<file path="config.mk">
export PLATFORM = sky130hd
export DESIGN_NAME = maxpool2x2_stream_flat
export DESIGN_NICKNAME = d
export VERILOG_FILES = /design/src/rtl/maxpool2x2_stream_pkg.sv /design/src/rtl/maxpool2x2_stream_if.sv /design/src/rtl/maxpool2x2_stream_fp32_max2.sv /design/src/rtl/maxpool2x2_stream.sv /design/src/flat_wrapper.sv
export SDC_FILE = /design/constraint.sdc
export NUM_CORES = 1
export LEC_CHECK = 0
export BUFFER_PORTS_ARGS = -buffer_cell sky130_fd_sc_hd__buf_2
export CORE_ASPECT_RATIO = 0.5
export CORE_MARGIN = 4
export CORE_UTILIZATION = 41
export DETAILED_ROUTE_END_ITERATION = 10
export PLACE_DENSITY = 0.63
export SYNTH_ARGS = -nofsm -noshare
export SYNTH_HDL_FRONTEND = slang
export SYNTH_SLANG_ARGS = --single-unit
</file>
<file path="constraint.sdc">
create_clock -name clk -period 4.4 [get_ports clk]
set_input_delay 1.32 -clock clk [delete_from_list [all_inputs] [get_ports clk]]
set_output_delay 1.32 -clock clk [all_outputs]
set_load 0.1 [all_outputs]
</file>
<file path="src/rtl/maxpool2x2_stream_pkg.sv">
`default_nettype none
// ============================================================================
// Package     : maxpool_pkg
// Description : Shared definitions for the 2x2/stride-2 FP32 max-pool stage.
//               FP32 field positions and the row-phase state type.
// Revision    : 1.0 - initial release
// ============================================================================
package maxpool_pkg;

  // FP32 field positions
  localparam int SIGN_BIT = 31;
  localparam int EXP_MSB  = 30;
  localparam int EXP_LSB  = 23;
  localparam int MAN_MSB  = 22;
  localparam int MAN_LSB  = 0;

  // Row phase: even rows build the line buffer, odd rows produce results
  typedef enum logic [0:0] {
    PH_EVEN = 1'b0,
    PH_ODD  = 1'b1
  } phase_t;

endpackage : maxpool_pkg
`default_nettype wire

</file>
<file path="src/rtl/maxpool2x2_stream_if.sv">
`default_nettype none
// ============================================================================
// Interface   : maxpool2x2_stream_if
// Description : Single valid/ready data stream.
//   data  - payload word (DATA_BITS)
//   valid - payload valid, driven by master
//   ready - sink can accept, driven by slave
//   modport master : drives data/valid, observes ready
//   modport slave  : observes data/valid, drives ready
// Revision    : 1.0 - initial release
// ============================================================================
interface maxpool2x2_stream_if #(
  parameter int DATA_BITS = 32
);

  logic [DATA_BITS-1:0] data;
  logic                 valid;
  logic                 ready;

  modport master (output data, output valid, input ready);
  modport slave  (input data, input valid, output ready);

endinterface : maxpool2x2_stream_if
`default_nettype wire

</file>
<file path="src/rtl/maxpool2x2_stream_fp32_max2.sv">
`default_nettype none
// ============================================================================
// Module      : fp32_max2
// Description : Combinational FP32 two-operand maximum, sign-magnitude order.
//   a, b - operands (first operand wins full ties)
//   y    - larger operand
//   A sign-clear operand beats a sign-set one (+0 beats -0). With equal signs
//   the {exponent, mantissa} field decides: larger wins when positive, smaller
//   wins when negative. NaN/Inf are ordered purely by bit pattern.
// Revision    : 1.0 - initial release
// ============================================================================
module fp32_max2
  import maxpool_pkg::*;
(
  input  wire logic [SIGN_BIT:0] a,
  input  wire logic [SIGN_BIT:0] b,
  output logic      [SIGN_BIT:0] y
);

  logic                 sign_a;
  logic                 sign_b;
  logic [EXP_MSB:MAN_LSB] mag_a;
  logic [EXP_MSB:MAN_LSB] mag_b;

  assign sign_a = a[SIGN_BIT];
  assign sign_b = b[SIGN_BIT];
  assign mag_a  = a[EXP_MSB:MAN_LSB];
  assign mag_b  = b[EXP_MSB:MAN_LSB];

  always_comb begin
    y = a;
    if (sign_a != sign_b) begin
      y = sign_a ? b : a;
    end else if (!sign_a) begin
      // both positive: strictly larger magnitude displaces the first operand
      y = (mag_b > mag_a) ? b : a;
    end else begin
      // both negative: strictly smaller magnitude is the larger value
      y = (mag_b < mag_a) ? b : a;
    end
  end

endmodule : fp32_max2
`default_nettype wire

</file>
<file path="src/rtl/maxpool2x2_stream.sv">
`default_nettype none
// ============================================================================
// Module      : maxpool2x2_stream
// Description : Streaming 2x2/stride-2 FP32 max-pool. Pixels arrive row-major;
//               even rows fold pixel pairs into a half-width line buffer, odd
//               rows fold pairs and combine with the line buffer to emit one
//               pooled value per window.
// Ports       :
//   clk        - clock, rising edge
//   rst_n      - asynchronous active-low reset
//   in_s       - input pixel stream (slave)
//   out_s      - pooled output stream (master), data/valid registered
//   frame_done - one-cycle pulse after the last pixel of a frame is accepted
// Parameters  : DATA_BITS (fixed 32, FP32), IMG_W / IMG_H (even, >= 2)
// Build macro : MAXPOOL_RELU_EN - when defined, negative results become +0
// Revision    : 1.0 - initial release
// ============================================================================
module maxpool2x2_stream
  import maxpool_pkg::*;
#(
  parameter int DATA_BITS = 32,
  parameter int IMG_W     = 28,
  parameter int IMG_H     = 28
) (
  input  wire logic          clk,
  input  wire logic          rst_n,
  maxpool2x2_stream_if.slave  in_s,
  maxpool2x2_stream_if.master out_s,
  output logic               frame_done
);

  localparam int COL_W = $clog2(IMG_W);
  localparam int ROW_W = $clog2(IMG_H);
  localparam int LB_D  = IMG_W / 2;
  localparam int LB_AW = (IMG_W > 2) ? $clog2(LB_D) : 1;

  logic [COL_W-1:0]     col;
  logic [ROW_W-1:0]     row;
  phase_t               phase;
  logic [DATA_BITS-1:0] pair_reg;
  logic [DATA_BITS-1:0] out_data_reg;
  logic                 out_valid_reg;
  logic [DATA_BITS-1:0] linebuf [0:LB_D-1];

  logic                 accept;
  logic                 col_last;
  logic                 row_last;
  logic                 completing;
  logic                 load_result;
  logic [LB_AW-1:0]     lb_idx;
  logic [DATA_BITS-1:0] pair_max;
  logic [DATA_BITS-1:0] vert_max;
  logic [DATA_BITS-1:0] result;

  assign col_last   = (col == COL_W'(IMG_W - 1));
  assign row_last   = (row == ROW_W'(IMG_H - 1));
  // Only the beat that closes a window can be blocked by a held output
  assign completing = (phase == PH_ODD) && col[0];
  assign in_s.ready = !completing || !out_valid_reg || out_s.ready;
  assign accept     = in_s.valid && in_s.ready;
  assign load_result = accept && completing;

  // Line buffer slot is the pixel-pair index within the row
  if (IMG_W > 2) begin : g_lb_idx_multi
    assign lb_idx = col[COL_W-1:1];
  end else begin : g_lb_idx_single
    assign lb_idx = '0;
  end

  fp32_max2 u_pair_max (
    .a (pair_reg),
    .b (in_s.data),
    .y (pair_max)
  );

  fp32_max2 u_vert_max (
    .a (linebuf[lb_idx]),
    .b (pair_max),
    .y (vert_max)
  );

`ifdef MAXPOOL_RELU_EN
  assign result = vert_max[SIGN_BIT] ? '0 : vert_max;
`else
  assign result = vert_max;
`endif

  // Line buffer carries no reset: every slot is rewritten in the even row
  // before the odd row reads it.
  always_ff @(posedge clk) begin
    if (accept && (phase == PH_EVEN) && col[0]) begin
      linebuf[lb_idx] <= pair_max;
    end
  end

  always_ff @(posedge clk or negedge rst_n) begin
    if (!rst_n) begin
      col           <= '0;
      row           <= '0;
      phase         <= PH_EVEN;
      pair_reg      <= '0;
      out_data_reg  <= '0;
      out_valid_reg <= 1'b0;
      frame_done    <= 1'b0;
    end else begin
      frame_done <= accept && row_last && col_last;

      if (accept) begin
        if (!col[0]) begin
          pair_reg <= in_s.data;
        end
        if (col_last) begin
          col   <= '0;
          phase <= (phase == PH_EVEN) ? PH_ODD : PH_EVEN;
          row   <= row_last ? '0 : row + ROW_W'(1);
        end else begin
          col <= col + COL_W'(1);
        end
      end

      // A new result replaces a consumed one in the same cycle without a gap
      if (load_result) begin
        out_data_reg  <= result;
        out_valid_reg <= 1'b1;
      end else if (out_valid_reg && out_s.ready) begin
        out_valid_reg <= 1'b0;
      end
    end
  end

  assign out_s.data  = out_data_reg;
  assign out_s.valid = out_valid_reg;

endmodule : maxpool2x2_stream
`default_nettype wire

</file>
<file path="src/flat_wrapper.sv">
// flat-port wrapper written by rule: the top's interface ports become plain ports
module maxpool2x2_stream_flat import maxpool_pkg::*;
#(
  parameter int DATA_BITS = 32,
  parameter int IMG_W     = 28,
  parameter int IMG_H     = 28
)
  (clk, rst_n, frame_done, in_s_data, in_s_valid, in_s_ready, out_s_data, out_s_valid, out_s_ready);
  maxpool2x2_stream_if #(.DATA_BITS(DATA_BITS)) in_s_i ();
  maxpool2x2_stream_if #(.DATA_BITS(DATA_BITS)) out_s_i ();
  input  wire logic clk;
  input  wire logic rst_n;
  output logic frame_done;
  input wire logic [$bits(in_s_i.data)-1:0] in_s_data;
  input wire logic [$bits(in_s_i.valid)-1:0] in_s_valid;
  output wire logic [$bits(in_s_i.ready)-1:0] in_s_ready;
  output wire logic [$bits(out_s_i.data)-1:0] out_s_data;
  output wire logic [$bits(out_s_i.valid)-1:0] out_s_valid;
  input wire logic [$bits(out_s_i.ready)-1:0] out_s_ready;
  assign in_s_i.data = in_s_data;
  assign in_s_i.valid = in_s_valid;
  assign in_s_ready = in_s_i.ready;
  assign out_s_data = out_s_i.data;
  assign out_s_valid = out_s_i.valid;
  assign out_s_i.ready = out_s_ready;
  maxpool2x2_stream #(.DATA_BITS(DATA_BITS), .IMG_W(IMG_W), .IMG_H(IMG_H)) u_core (.clk(clk), .rst_n(rst_n), .in_s(in_s_i), .out_s(out_s_i), .frame_done(frame_done));
endmodule
</file>
* Word-level counts from Yosys, hierarchy flattened
Memory sizes are Yosys's and may differ from the RTL's. Cells that the tools add are included.
Storage, ports and cells: bits in registers 77, bits in writable memories 448, input port bits 36, output and inout port bits 35, logic and storage cells 52, memories kept 1
Operators by class: add/subtract/negate cells 2, order comparisons 4, eq/ne operators 4, muxes and demuxes 17, bitwise operators 2, reduce and logical (&&, ||, !) cells 15
Memories:
- u_core.linebuf | depth 14, bits a word 32, read ports 1, clocked after memory_dff 0, wr ports 1, RTL line maxpool2x2_stream.sv:43 | logic [DATA_BITS-1:0] linebuf [0:LB_D-1];
Operator list (number):
- $mux 32 | 10
- $gt 31x31->1 | 2
- $lt 31x31->1 | 2
- $add 5x1->5 const B | 2
- $eq 5x5->1 const B | 2
- $mux 5 | 2
- $logic_and 1x1->1 | 8
- $mux 1 | 5
- $reduce_and 2->1 | 2
- $logic_not 1->1 | 2
- $logic_or 1x1->1 | 2
- $ne 1x1->1 | 2
- $not 1->1 | 2
- $reduce_bool 2->1 | 1

* Depth between registers and ports, before layout
Gate-level depths: netlist (run 1).
depth after elaboration 9, depth in mapped cells 20, depth with buffers taken out 18

* Hierarchy
Synthesis (run 1) repeated with hierarchy kept, for this count alone.
Second synthesis, totals: cells, all modules 1543, area total of the unflattened synthesis 23834.1 sq um
By module, submodules not included:
- maxpool2x2_stream | times used 1, cells each 1109, area an instance 20205.6 sq um, seq. area each 15379.8 sq um
- fp32_max2 | times used 2, cells each 217, area an instance 1814.2 sq um, seq. area each 0.0 sq um

* Least setup slack after synthesis (run 1)
Ideal clock, no wire load.
kind input to register, start input in_s_data[4], end register u_core.out_data_reg[15] (netlist: u_core.out_s.data[15]), library setup time 126 ps, arrival 5410 ps, data required time 4274 ps, setup slack -1136 ps, cell stages on the path 19, path buffers 2, path through ha_1 -> a211oi_1 -> nor2_1 -> o31ai_1 -> o211ai_1 -> a31oi_1 -> mux2_2 -> buf_2 -> mux2_2 -> ha_1 -> nand4_1 -> nor4_2 -> o221ai_1 -> a41oi_1 -> o21ai_0 -> mux2_4 -> buf_6 -> nor3b_1 -> a221o_1
On the way: longest elaborated chain between the ends 8, elaborated cells between the ends (all ways) 15, those cells by class 4 x order compare; 1 x eq/ne; 10 x mux
Ends and longest elaborated chain:
- from (decl) | RTL line flat_wrapper.sv:14 | input wire logic [$bits(in_s_i.data)-1:0] in_s_data;
- $gt 31x31->1 or $lt 31x31->1 (tied branches) | RTL line maxpool2x2_stream_fp32_max2.sv:36, maxpool2x2_stream_fp32_max2.sv:39
- $mux 32 (on tied branches) | RTL line maxpool2x2_stream_fp32_max2.sv:36, maxpool2x2_stream_fp32_max2.sv:39
- $mux 32 (*) | RTL line maxpool2x2_stream_fp32_max2.sv:34 | end else if (!sign_a) begin
- $mux 32 (*) | RTL line maxpool2x2_stream_fp32_max2.sv:32 | if (sign_a != sign_b) begin
- via u_core.pair_max[20] | RTL line maxpool2x2_stream.sv:51 | logic [DATA_BITS-1:0] pair_max;
- $gt 31x31->1 or $lt 31x31->1 (tied branches) | RTL line maxpool2x2_stream_fp32_max2.sv:36, maxpool2x2_stream_fp32_max2.sv:39
- $mux 32 (on tied branches) | RTL line maxpool2x2_stream_fp32_max2.sv:36, maxpool2x2_stream_fp32_max2.sv:39
- $mux 32 (*) | RTL line maxpool2x2_stream_fp32_max2.sv:34
- $mux 32 (*) | RTL line maxpool2x2_stream_fp32_max2.sv:32
- to (signal assigned) | RTL line maxpool2x2_stream.sv:123 | out_data_reg <= result;
- to (decl) | RTL line maxpool2x2_stream.sv:41 | logic [DATA_BITS-1:0] out_data_reg;
The timed path passes the listed nets; every way through them passes the cells marked *. A chain may end at the register's enable or synchronous reset.

* Final worst setup path (run 1)
start input in_s_data[3], end register u_core.out_data_reg[6] (netlist: u_core.out_s.data[6])
Same word-level chain as after synthesis.

==> flow_summary.toml, run 1 <==
[min_path]
hp-class = "reg2reg"

[power_and_ir_drop]
ir_worst_vdd_v = 0.000319
report.power.total_mw = 19.1
p_leak_nw = 9.93
powerDensity_mw_per_mm2 = 701

[place]
globalplace.congestion = 0.908
io_buffers = 70
dp.cells = 2235
dp_hpwl_mm = 34.6

[sta]
hold_viol = 0
tightest_slew_ns = 1.13
slew_headroom_pct = 25.0
finalCritPeriodShare_pct = 121
drv_slew = 0
finalCriticalPeriod_ns = 5.31
finalSetupViolCount = 32
worst_slack_ns = -0.913
grt_setup_unrepaired = "true"
skew_ns = 0.0133
worst_hold_slack_ns = 0.515
fmax_mhz = 188

[synthesis]
synth.distinct_cells = 47
yosys.area.top_type = "edfxtp_1"
synth_fp_nets = 1444
ys.flop_type = "edfxtp_1"
synth_area_mm2 = 0.0223
syn_inst = 1342
synth.top_cells.by_area = "edfxtp_1 (60%), mux4_2 (9.6%), dfrtp_1 (8.7%), ha_1 (3.7%), mux2i_1 (2.9%)"
synth_area_per_cell_um2 = 16.6
synthArstFlopShare_pct = 14.7
yosys_warnings = 0
synth.top_cell.area_share_pct = 60.5
yosysSeqAreaShare_pct = 69.1
synth-edff-count = 448
ys_seq_elements = 525

[clock_tree]
clock_latency_ns = 0.58
cts_inserted_buffers = 49
clockRootBuffer = "clkbuf_16"
cts_tree = "yes"
cts.path.max_buffers = 3
path_clk_slew_ns = 0.07
htree_levels = 2
clock-sinks = 525

[setup_path]
r2r_setup_slack_ns = -0.60
cpMostUsedCell = "mux2_4"
critPathSlowestCell = "mux2_4"
start_kind = "input port"
worst-path-buf-inv = 4
critPathKind = "in2reg"
crit_chain = "buf_4 -> ha_4 -> a211oi_2 -> nor2_1 -> o31ai_1 -> o211ai_1 -> a31oi_4 -> mux2_4 -> buf_12 -> buf_12 -> mux2_4 -> ha_4 -> nand4_1 -> nor4_4 -> o221ai_2 -> a41oi_2 -> o21ai_2 -> mux2_4 -> buf_6 -> nor3b_2 -> a221o_1"
crit_fanout = 7
cp_data_arrival_time_ns = 5.77
critPathTopFamily = "compound AO/OA/AOI/OAI gates"
max_stage_delay_ns = 0.39
endpoint_kind = "flip-flop"
cp.required_ns = 4.85

[final_layout]
drive_above_1_share_pct = 33.6
final_cells = 2343
nNetsFinal = 1692
final_common_cell = "edfxtp_1"
largest_reg_flops = 448
n_antenna_cell = 0
syn2layout_area_growth_pct = 22.3
mostFrequentLayoutCells = "edfxtp_1 (448), buf_4 (175), mux4_2 (95)"

[route]
postRouteAntennaNets = 0
drc_errors = 0
vias_per_cell = 5.59
drt_iter0_drc = 992
drt_first_pass_iters = 7
post_drt_wl_per_cell_um = 24.0
wirelength_mm = 56.3
vias = 13100

[global_route]
grt_first_pass_wirelength_mm = 84.0
grt_max_degree = 78
antenna_found_initial = 0
first_global_vias = 13600
grt_use_total_pct = 19.2
gr-total-overflow = 0

[die]
pin_count = 71
core_mm2 = 0.0537
dieArea_mm2 = 0.0583
start_util_pct = 41.5
rows = 60
die_y_um = 173
die_x_um = 337

[status]
status = "finished, violations left"
violations = "setup timing"

[run]
maxCapViolations = 0
[area by class of cell]
type / count / area (um^2)
clock buffers: 63 / 1310
clock inverters: 28 / 357
fillers: 4266 / 26500
inverters: 38 / 143
multi-input cells: 709 / 6990
flip-flops and latches: 525 / 15400
well taps: 713 / 892
repair buffers: 267 / 2140
[synth_stat cells, types with 2 or more instances]
cell type	instances
ha_1	66
nor3b_1	15
nand3b_1	2
inv_1	38
a31oi_1	3
a211oi_1	3
nor3_1	10
and2_1	2
buf_2	20
o31ai_1	4
nand4b_1	2
dfrtp_1	77
edfxtp_1	448
nand2b_1	7
a21o_1	21
o21ai_0	50
buf_6	3
a22o_1	17
a21oi_1	86
nand2_1	60
nor2b_1	2
nand4_1	14
mux2i_1	64
a22oi_1	2
a221o_1	14
mux2_2	37
nor2_1	100
buf_1	16
clkbuf_1	32
o21bai_1	2
mux4_2	95
nand3_1	15
[per-stage QoR]
stage | area [um^2] | setup slack (ns) | setup TNS, ns | utilization, %
after floorplan | 22400 | -0.857 | -25.18 | -
after global placement | 25100 | -1.46 | -45.26 | 46.7
after detailed placement | 25100 | -1.63 | -50.34 | 46.7
after CTS | 26900 | -0.857 | -25.12 | 50.1
after global routing | 27200 | -1.05 | -31.46 | 50.7
final | 27200 | -0.913 | -27.13 | 50.7
[path summary, 6_finish.rpt]
path                                           startpoint                                to  depth (start not counted)
hold / removal                  u_core.row[1]$_DFFE_PN0P_         u_core.row[1]$_DFFE_PN0P_                          2
hold reg to reg                 u_core.row[1]$_DFFE_PN0P_         u_core.row[1]$_DFFE_PN0P_                          2
min in group asynchronous                           rst_n    u_core.pair_reg[4]$_DFFE_PN0P_                          1
setup reg to reg           u_core.pair_reg[4]$_DFFE_PN0P_  u_core.out_s.data[6]$_DFFE_PN0P_                         21
setup / recovery                             in_s_data[3]  u_core.out_s.data[6]$_DFFE_PN0P_                         21
max in group asynchronous                           rst_n         u_core.col[4]$_DFFE_PN0P_                          1
[kinds of logic (layout without fill, tap and decap cells)]
group,count (synthesis),after routing,share of synthesized area [%]
flops,525,525,69.1
simple gates,234,234,4.80
compound gates,210,210,5.84
mux,197,198,14.4
buf+inv,109,396,2.05
fa+ha+maj,66,66,3.71
xor+xnor,1,1,0.0394
[power breakdown]
group | switching, mW | internal [mW]
clock | 1.86 | 2.54
combinational | 4.71 | 3.35
sequential | 0.372 | 6.25
[metal layers]
layer / vias to the layer above / global-route usage [%] / wire length [um]
li1: 5776 / - / -
met1: 6745 / 26.3 / 23300
met2: 469 / 31.8 / 27600
met3: 100 / 3.08 / 3730
met4: 0 / 5.69 / 1650
met5: - / 0 / 0
[worst min-delay path, stage by stage (launching register included)]
cell,delay (ns)
dfrtp_1,0.37
nand2_1,0.06
nand2_1,0.06
[timing repair]
action | in CTS | in global routing
pin swaps | 11 | 18
buffers inserted | 9 | 6
gates cloned | 1 | 2
hold buffers | 0 | 0
endpoints found under the setup margin | 32 | 32
gates resized for setup | 18 | 35
(Power assumes the default switching activity.)
==> run 2, diff against run 1 <==
- PLACE_DENSITY: 0.63 -> 0.6
- clock period: 4.4 -> 4.9 ns (I/O delays scaled with it)
==> flow_summary.toml, run 2 (same netlist as run 1, synthesis figures left out) <==
[die]
core_mm2 = 0.0537
dieArea_mm2 = 0.0583
pin_count = 71
die_y_um = 173
start_util_pct = 41.5
rows = 60
die_x_um = 337

[place]
globalplace.congestion = 0.877
dp.cells = 2193
io_buffers = 70
dp_hpwl_mm = 35.3

[route]
vias_per_cell = 5.58
wirelength_mm = 56.9
post_drt_wl_per_cell_um = 24.6
drt_iter0_drc = 1177
postRouteAntennaNets = 0
drc_errors = 0
drt_first_pass_iters = 5
vias = 12900

[final_layout]
drive_above_1_share_pct = 31.3
largest_reg_flops = 448
n_antenna_cell = 0
syn2layout_area_growth_pct = 21.0
mostFrequentLayoutCells = "edfxtp_1 (448), buf_4 (137), mux4_2 (95)"
nNetsFinal = 1658
final_util_pct = 50.2
final_common_cell = "edfxtp_1"
final_cells = 2308
nFillCells = 4366

[setup_path]
ff2ff_path_depth = 21
start_kind = "input port"
cp_data_arrival_time_ns = 6.03
crit_fanout = 7
cpMostUsedCell = "buf_4"
r2r_setup_slack_ns = -0.12
max_stage_delay_ns = 0.37
cp.required_ns = 5.34
crit_chain = "buf_4 -> ha_4 -> nand4_1 -> buf_4 -> buf_4 -> buf_4 -> buf_4 -> nor2_4 -> a31oi_1 -> mux2_4 -> buf_12 -> mux2_4 -> ha_4 -> nand4_1 -> nor4_4 -> o221ai_2 -> a41oi_2 -> o21ai_2 -> mux2_4 -> nor2_4 -> buf_12 -> buf_12 -> a221o_1"
critPathTopFamily = "buffers and inverters"
endpoint_kind = "flip-flop"
worst-path-buf-inv = 8
critPathKind = "in2reg"
critPathSlowestCell = "mux2_4"
worstReg2RegStart = "u_core.pair_reg[4]$_DFFE_PN0P_"
r2r-end = "u_core.out_s.data[13]$_DFFE_PN0P_"

[sta]
grt_setup_unrepaired = "true"
slew_headroom_pct = 27.9
hold_viol = 0
worst_slack_ns = -0.682
skew_ns = 0.0229
tightest_slew_ns = 1.08
finalCriticalPeriod_ns = 5.58
finalCritPeriodShare_pct = 114
drv_slew = 0
finalSetupViolCount = 32
final.setup.tns_ns = -19.42
fmax_mhz = 179

[clock_tree]
htree_levels = 2
clock_latency_ns = 0.58
clockRootBuffer = "clkbuf_16"
cts.path.max_buffers = 3
cts_inserted_buffers = 49
path_clk_slew_ns = 0.06
clock-sinks = 525
cts_tree = "yes"
hold_buffers = 0

[power_and_ir_drop]
ir_worst_vdd_v = 0.000349
p_leak_nw = 9.68
powerDensity_mw_per_mm2 = 617

[global_route]
antenna_found_initial = 0
grt_first_pass_wirelength_mm = 85.0
gr-total-overflow = 0
grt_use_total_pct = 19.4
first_global_vias = 13400
grt_max_degree = 78

[run]
maxCapViolations = 0

[min_path]
hp-start = "u_core.row[4]$_DFFE_PN0P_"
hold_depth = 2
whs_endpoint = "u_core.row[4]$_DFFE_PN0P_"
hp-class = "reg2reg"

[status]
status = "finished, violations left"
violations = "setup timing"
run 2: metal layers:
| metal | up-vias | global-route usage (%) | part of all wire (%) |
|---|---|---|---|
| met5 | - | 0 | 0 |
| met4 | 0 | 4.05 | 1.8 |
| met3 | 74 | 3.58 | 5.3 |
| met2 | 329 | 32.0 | 49 |
| met1 | 6777 | 27.3 | 44 |
| li1 | 5705 | - | - |
run 2: metrics by stage:
stage	area (um^2)	hold WS (ns)	total power, mW	worst slack (ns)
6_report	26900	0.517	16.6	-0.682
5_1_grt	26900	0.546	17.5	-0.803
3_3_place_gp	24700	0.471	12.4	-1.12
3_5_place_dp	24700	0.504	12.5	-1.38
2_1_floorplan	22400	0.454	10.3	-0.507
4_1_cts	26600	0.517	16.5	-0.645
run 2: what timing repair did:
item	4_1_cts	5_1_grt
cloned	4	2
gates resized for setup	20	40
endpoints found under the setup margin	32	32
buffers inserted	14	5
pin swaps	16	45
run 2: cell type report:
cell class              count  area [um^2]  area share [%]
clock buffers              68         1340            4.98
clock inverters            22          160           0.595
inverters                  38          143           0.530
multi-input cells         710         7060            26.2
flip-flops and latches    525        15400            57.2
well taps                 713          892            3.31
repair buffers            232         1940            7.19
run 2: power breakdown:
part,internal (mW),switching [mW],total (mW),leakage (nW)
clock network,2.02,1.64,3.65,0.716
registers,5.61,0.441,6.05,5.04
logic,2.84,4.07,6.90,3.92
total,10.5,6.14,16.6,9.68
run 2: how the worst max path moves through the flow:
stage | start | end | slack [ns] | cells past startpoint
detailed placement | in_s_data[14] | u_core.out_s.data[9]$_DFFE_PN0P_ | -1.38 | 20
CTS | in_s_data[4] | u_core.out_s.data[30]$_DFFE_PN0P_ | -0.64 | 20
global placement | in_s_data[14] | u_core.out_s.data[29]$_DFFE_PN0P_ | -1.12 | 20
floorplan | in_s_data[4] | u_core.out_s.data[15]$_DFFE_PN0P_ | -0.51 | 19
global route | in_s_data[8] | u_core.out_s.data[13]$_DFFE_PN0P_ | -0.80 | 21
finish | in_s_data[6] | u_core.out_s.data[13]$_DFFE_PN0P_ | -0.68 | 23
run 2: worst reg2reg max path, stage by stage, from the launching register on:
cell and delay [ns]:
dfrtp_1 0.38, inv_1 0.13, ha_4 0.23, a211oi_2 0.18, nor2_1 0.08, o31ai_2 0.18
o211ai_1 0.18, a31oi_1 0.22, mux2_4 0.42, buf_12 0.18, mux2_4 0.33, ha_4 0.27
nand4_1 0.23, nor4_4 0.36, o221ai_2 0.17, a41oi_2 0.23, o21ai_2 0.11, mux2_4 0.33
nor2_4 0.07, buf_12 0.17, buf_12 0.14, a221o_1 0.32
